--- src/rtl/imem_loader.sv ---
// imem_loader
// Program loader that fills instruction memory before the pipeline runs.
// A host streams a framed program over a valid/ready handshake: a length
// header N, then N instruction words, then an XOR checksum of those words.
// Each instruction word is written to instruction memory at addresses
// 0..N-1. The PC/IF stage is held until a load finishes with a good checksum.
//
// Ports:
//   clock     rising-edge clock shared with the pipeline
//   reset     asynchronous, active-high
//   start     single-cycle pulse; begins a load from IDLE, DONE or ERROR
//   in_valid  host has a word on in_data
//   in_data   header, instruction or checksum word
//   in_ready  loader accepts in_data this cycle (registered)
//   wr_en     instruction memory write strobe
//   wr_addr   word address of the write
//   wr_data   instruction word being written
//   cpu_hold  while high, PC must not advance and IF/ID must not capture
//   done      level; load completed with a good checksum
//   error     level; length overflow or checksum mismatch
//   loaded    instruction words written in the current or last load
module imem_loader #(
    parameter int DEPTH = 256
) (
    input  logic        clock,
    input  logic        reset,
    input  logic        start,
    input  logic        in_valid,
    input  logic [31:0] in_data,
    output logic        in_ready,
    output logic        wr_en,
    output logic [31:0] wr_addr,
    output logic [31:0] wr_data,
    output logic        cpu_hold,
    output logic        done,
    output logic        error,
    output logic [31:0] loaded
);

    localparam logic [31:0] DEPTH_W = 32'(DEPTH);

    typedef enum logic [2:0] {
        S_IDLE,
        S_HEADER,
        S_LOAD,
        S_CHECK,
        S_DONE,
        S_ERROR
    } state_t;

    state_t      state_q, state_d;
    logic [31:0] len_q, len_d;
    logic [31:0] count_q, count_d;
    logic [31:0] acc_q, acc_d;
    logic        in_ready_q, in_ready_d;
    logic        wr_en_q, wr_en_d;
    logic [31:0] wr_addr_q, wr_addr_d;
    logic [31:0] wr_data_q, wr_data_d;
    logic        cpu_hold_q, cpu_hold_d;
    logic        done_q, done_d;
    logic        error_q, error_d;
    logic        accept;

    // The counter doubles as the address of the next write and the
    // loaded count, since both start at 0 and advance on every word.
    always_comb begin
        accept    = in_valid && in_ready_q;
        state_d   = state_q;
        len_d     = len_q;
        count_d   = count_q;
        acc_d     = acc_q;
        wr_en_d   = 1'b0;
        wr_addr_d = wr_addr_q;
        wr_data_d = wr_data_q;

        case (state_q)
            S_IDLE, S_DONE, S_ERROR: begin
                if (start) begin
                    state_d = S_HEADER;
                    count_d = 32'd0;
                    acc_d   = 32'd0;
                end
            end
            S_HEADER: begin
                if (accept) begin
                    len_d = in_data;
                    if (in_data > DEPTH_W) begin
                        state_d = S_ERROR;
                    end else if (in_data == 32'd0) begin
                        state_d = S_CHECK;
                    end else begin
                        state_d = S_LOAD;
                    end
                end
            end
            S_LOAD: begin
                if (accept) begin
                    wr_en_d   = 1'b1;
                    wr_addr_d = count_q;
                    wr_data_d = in_data;
                    count_d   = count_q + 32'd1;
                    acc_d     = acc_q ^ in_data;
                    if (count_q + 32'd1 == len_q) begin
                        state_d = S_CHECK;
                    end
                end
            end
            S_CHECK: begin
                if (accept) begin
                    state_d = (in_data == acc_q) ? S_DONE : S_ERROR;
                end
            end
            default: state_d = S_IDLE;
        endcase

        // Status outputs are decoded from the next state so that they are
        // registered yet line up with the state they describe.
        in_ready_d = (state_d == S_HEADER) || (state_d == S_LOAD) || (state_d == S_CHECK);
        cpu_hold_d = (state_d != S_DONE);
        done_d     = (state_d == S_DONE);
        error_d    = (state_d == S_ERROR);
    end

    always_ff @(posedge clock or posedge reset) begin
        if (reset) begin
            state_q    <= S_IDLE;
            len_q      <= 32'd0;
            count_q    <= 32'd0;
            acc_q      <= 32'd0;
            in_ready_q <= 1'b0;
            wr_en_q    <= 1'b0;
            wr_addr_q  <= 32'd0;
            wr_data_q  <= 32'd0;
            cpu_hold_q <= 1'b1;
            done_q     <= 1'b0;
            error_q    <= 1'b0;
        end else begin
            state_q    <= state_d;
            len_q      <= len_d;
            count_q    <= count_d;
            acc_q      <= acc_d;
            in_ready_q <= in_ready_d;
            wr_en_q    <= wr_en_d;
            wr_addr_q  <= wr_addr_d;
            wr_data_q  <= wr_data_d;
            cpu_hold_q <= cpu_hold_d;
            done_q     <= done_d;
            error_q    <= error_d;
        end
    end

    assign in_ready = in_ready_q;
    assign wr_en    = wr_en_q;
    assign wr_addr  = wr_addr_q;
    assign wr_data  = wr_data_q;
    assign cpu_hold = cpu_hold_q;
    assign done     = done_q;
    assign error    = error_q;
    assign loaded   = count_q;

endmodule

--- config.mk ---
export PLATFORM = sky130hd
export DESIGN_NAME = imem_loader
export DESIGN_NICKNAME = d
export VERILOG_FILES = /design/src/rtl/imem_loader.sv
export SDC_FILE = /design/constraint.sdc
export NUM_CORES = 1
export LEC_CHECK = 0
export ABC_AREA = 1
export CAP_MARGIN = 0
export CORE_UTILIZATION = 54
export CTS_CLUSTER_DIAMETER = 150
export DETAILED_ROUTE_END_ITERATION = 10
export HOLD_SLACK_MARGIN = 0.15
export MAX_ROUTING_LAYER = met4
export PLACE_DENSITY = 0.89
export SLEW_MARGIN = 20
export SYNTH_ARGS = -nofsm -noshare
export SYNTH_HDL_FRONTEND = slang
export SYNTH_SLANG_ARGS = --single-unit
--- constraint.sdc ---
create_clock -name clock -period 7.5 [get_ports clock]
set_clock_uncertainty 0.05 [all_clocks]
set_input_delay 1.125 -clock clock [delete_from_list [all_inputs] [get_ports clock]]
set_output_delay 1.125 -clock clock [all_outputs]
set_load 0.005 [all_outputs]
==> reports/results.ini <==
[floorplan]
num_rows=45
die_h_um=126
dieArea_um2=16000
die_w_um=126
core_um2=15100
initial_core_util_pct=55.2
io_pins=137

[sta]
drv_slew=0
min_period_over_period_pct=44.6
final_hold_viol_count=0
fmax_mhz=299
fin_ws_ns=4.16
setup_viol=0
max_slew_margin_pct=38.6
worst_slew_pin_slew_ns=0.921
fin_crit_ns=3.34
rsz0062_at_grt=false
fin_setup_tns_ns=0

[pwr]
p_per_area_nw_per_um2=237
swShare_pct=31.8
p_sw_mw=0.790
leakagePower_nw=4.77
p_comb_share_pct=20.4
vdd_ir_drop_max_mv=0.196
power_frac_seq_pct=43.7
p_clk_share_pct=35.9
p_int_mw=1.69

[final_layout]
n_fill_cell=1141
diodes=0
syn2layout_area_growth_pct=25.4
drive_gt1_share_pct=5.62
fin_area_um2=10500
fin_util_pct=69.2
design.final.nets=1234

[route]
vias=7711
final_antenna_net_count=0
wl_per_cell_um=16.0
firstDrtPassIters=6
drtIter0Drc=813
viasPerCell=5.52
drc=0
totalWireLength_mm=22.4

[clock_network]
cts_hold_buf=0
postCtsSetupRepairBufs=0
clockBufferDepth=2
cts.sinks=168
cts_root_buffer=clkbuf_16
cts_made_buffers=17
htreeDepth=4
cts_tree=built
cts_resized=0
path_clk_slew_ns=0.07
clock_latency_ns=0.44

[yosys]
postSynthAreaPerCell_um2=7.80
ys_seq_area_share_pct=50.3
synthCells=1071
ys_seq_elements=168
synth_area_um2=8360
synth_area_leader_cell=dfrtp_1
syn_nets=1108
yosysTopAreaCellShare_pct=50.0
synth_ff_type=dfrtp_1
yosys_warnings=0
ys_types=31
synthArstFlopShare_pct=100
synth_area_leaders=dfrtp_1 (50%), nand2_1 (13%), o21ai_0 (7.1%)
synth_edf_count=0

[worst_setup_path]
rrSetupSlack_ns=4.79
rr_endpoint=done
cp.required_ns=7.75
cp-endpoint=loaded[25]
crit_start=in_valid
cp-start-kind=input port
slowest_stage=clkinv_1
worstPathCellList=clkdlybuf4s50_1, nand2_1, inv_1, nand3_4, clkinv_1, nand3_1, o21ai_0
critPathMaxStageDelay_ns=0.82
arrival_ns=3.59
worstPathMaxFanout=73
crit_path_end_kind=flop
critical_path_class=in -> reg
r2r_start=loaded[0]
reg2reg_depth=16

[hold_path]
hold_path_class=reg -> reg
holdPathStages=2

[placement]
dpl_cell_area_um2=9880
port_buffers=136
hpwl_mm=15.9
gp_congestion=0.976
preCtsSetupSlack_ns=3.74

[grt]
grt_pass1_wl_mm=36.5
antenna_found_initial=0
gr-total-overflow=0
grt_pass1_vias=7300
grt_max_degree=104
grt.total_usage_pct=30.4

[run_status]
outcome=completed

[run]
max_cap_violations=0

-- registers in the layout, indices dropped and copies added (netlist names) --
signal / flops
acc_q: 32
len_q: 32
loaded: 32
wr_addr: 32
wr_data: 32
state_q: 3
cpu_hold: 1
done: 1
error: 1
in_ready: 1
wr_en: 1
-- through the flow --
stage / std cells / hold WS (ns) / total power, mW
floorplan: 1071 / 0.403 / 1.42
global placement: 1366 / 0.416 / 1.57
detailed placement: 1366 / 0.423 / 1.59
CTS: 1398 / 0.439 / 2.48
global route: 1398 / 0.462 / 2.59
finish: 1398 / 0.435 / 2.48
-- layout make-up --
type | count | area, um2 | share of cell area [%]
inverters | 159 | 602 | 5.74
repair buffers | 140 | 1390 | 13.3
well taps | 188 | 235 | 2.24
multi-input cells | 711 | 3450 | 32.9
clock inverters | 12 | 139 | 1.33
clock buffers | 20 | 457 | 4.36
flip-flops and latches | 168 | 4210 | 40.1
-- worst min path at each step --
stage                 from     endpoint  slack (ns)
2_1_floorplan    len_q[18]    len_q[18]        0.40
3_3_place_gp     len_q[18]    len_q[18]        0.42
3_5_place_dp    wr_data[2]   wr_data[2]        0.42
4_1_cts         wr_data[2]   wr_data[2]        0.44
5_1_grt          len_q[18]    len_q[18]        0.46
6_report       wr_addr[29]  wr_addr[29]        0.44
-- logic make-up after synthesis --
group | after synthesis | synth area share [%]
AND/OR/NAND/NOR | 498 | 25.6
buffers and inverters | 192 | 8.62
AO/OA/AOI/OAI | 172 | 11.1
flip-flops | 168 | 50.3
XOR/XNOR | 40 | 4.19
adder cells (fa/ha/maj) | 1 | 0.150
-- cell usage in the layout, fill, tap and decap left out, types with 7 or more instances in the layout --
| master | n |
|---|---|
| inv_1 | 155 |
| dfrtp_1 | 167 |
| nand2_2 | 7 |
| nor2_1 | 77 |
| nor3_1 | 8 |
| xnor2_1 | 25 |
| o22ai_1 | 46 |
| o21ai_0 | 119 |
| nand4_1 | 17 |
| clkbuf_16 | 17 |
| nand2_1 | 296 |
| xor2_1 | 15 |
| nor2_2 | 10 |
| nand3_1 | 65 |
| clkdlybuf4s50_1 | 136 |
-- per-layer routing --
| metal | global-route usage, % | wire (um) | vias up |
|---|---|---|---|
| met2 | 47.5 | 10700 | 355 |
| met5 | - | 0 | - |
| met4 | 10.8 | 564 | 0 |
| met3 | 5.48 | 1730 | 51 |
| met1 | 40.1 | 9400 | 3644 |
| li1 | - | - | 3661 |
-- worst max-delay path: cells and delay by family --
kind	cells	cell delay, ns
buffers and inverters	3	1.34
and+or+nand+nor	3	1.00
AOI/OAI and AO/OA	1	0.12
-- cell usage after synthesis, types with 2 or more instances --
cell / n
a21oi_1: 3
and2_1: 2
buf_1: 2
clkbuf_1: 31
dfrtp_1: 167
inv_1: 156
inv_2: 2
nand2_1: 296
nand2_2: 7
nand2_4: 2
nand3_1: 66
nand3b_1: 4
nand4_1: 17
nor2_1: 77
nor2_2: 10
nor2_4: 5
nor3_1: 8
o21ai_0: 119
o21bai_1: 2
o22ai_1: 46
xnor2_1: 25
xor2_1: 15
-- power by group through the flow --
stage,Clock [mW],Combinational (mW),Sequential (mW)
final,0.891,0.506,1.09
after global routing,0.929,0.568,1.10
after CTS,0.896,0.502,1.08
after detailed placement,0,0.489,1.10
after global placement,0,0.475,1.09
after floorplan,0,0.349,1.07
(Power assumes the default switching activity.)
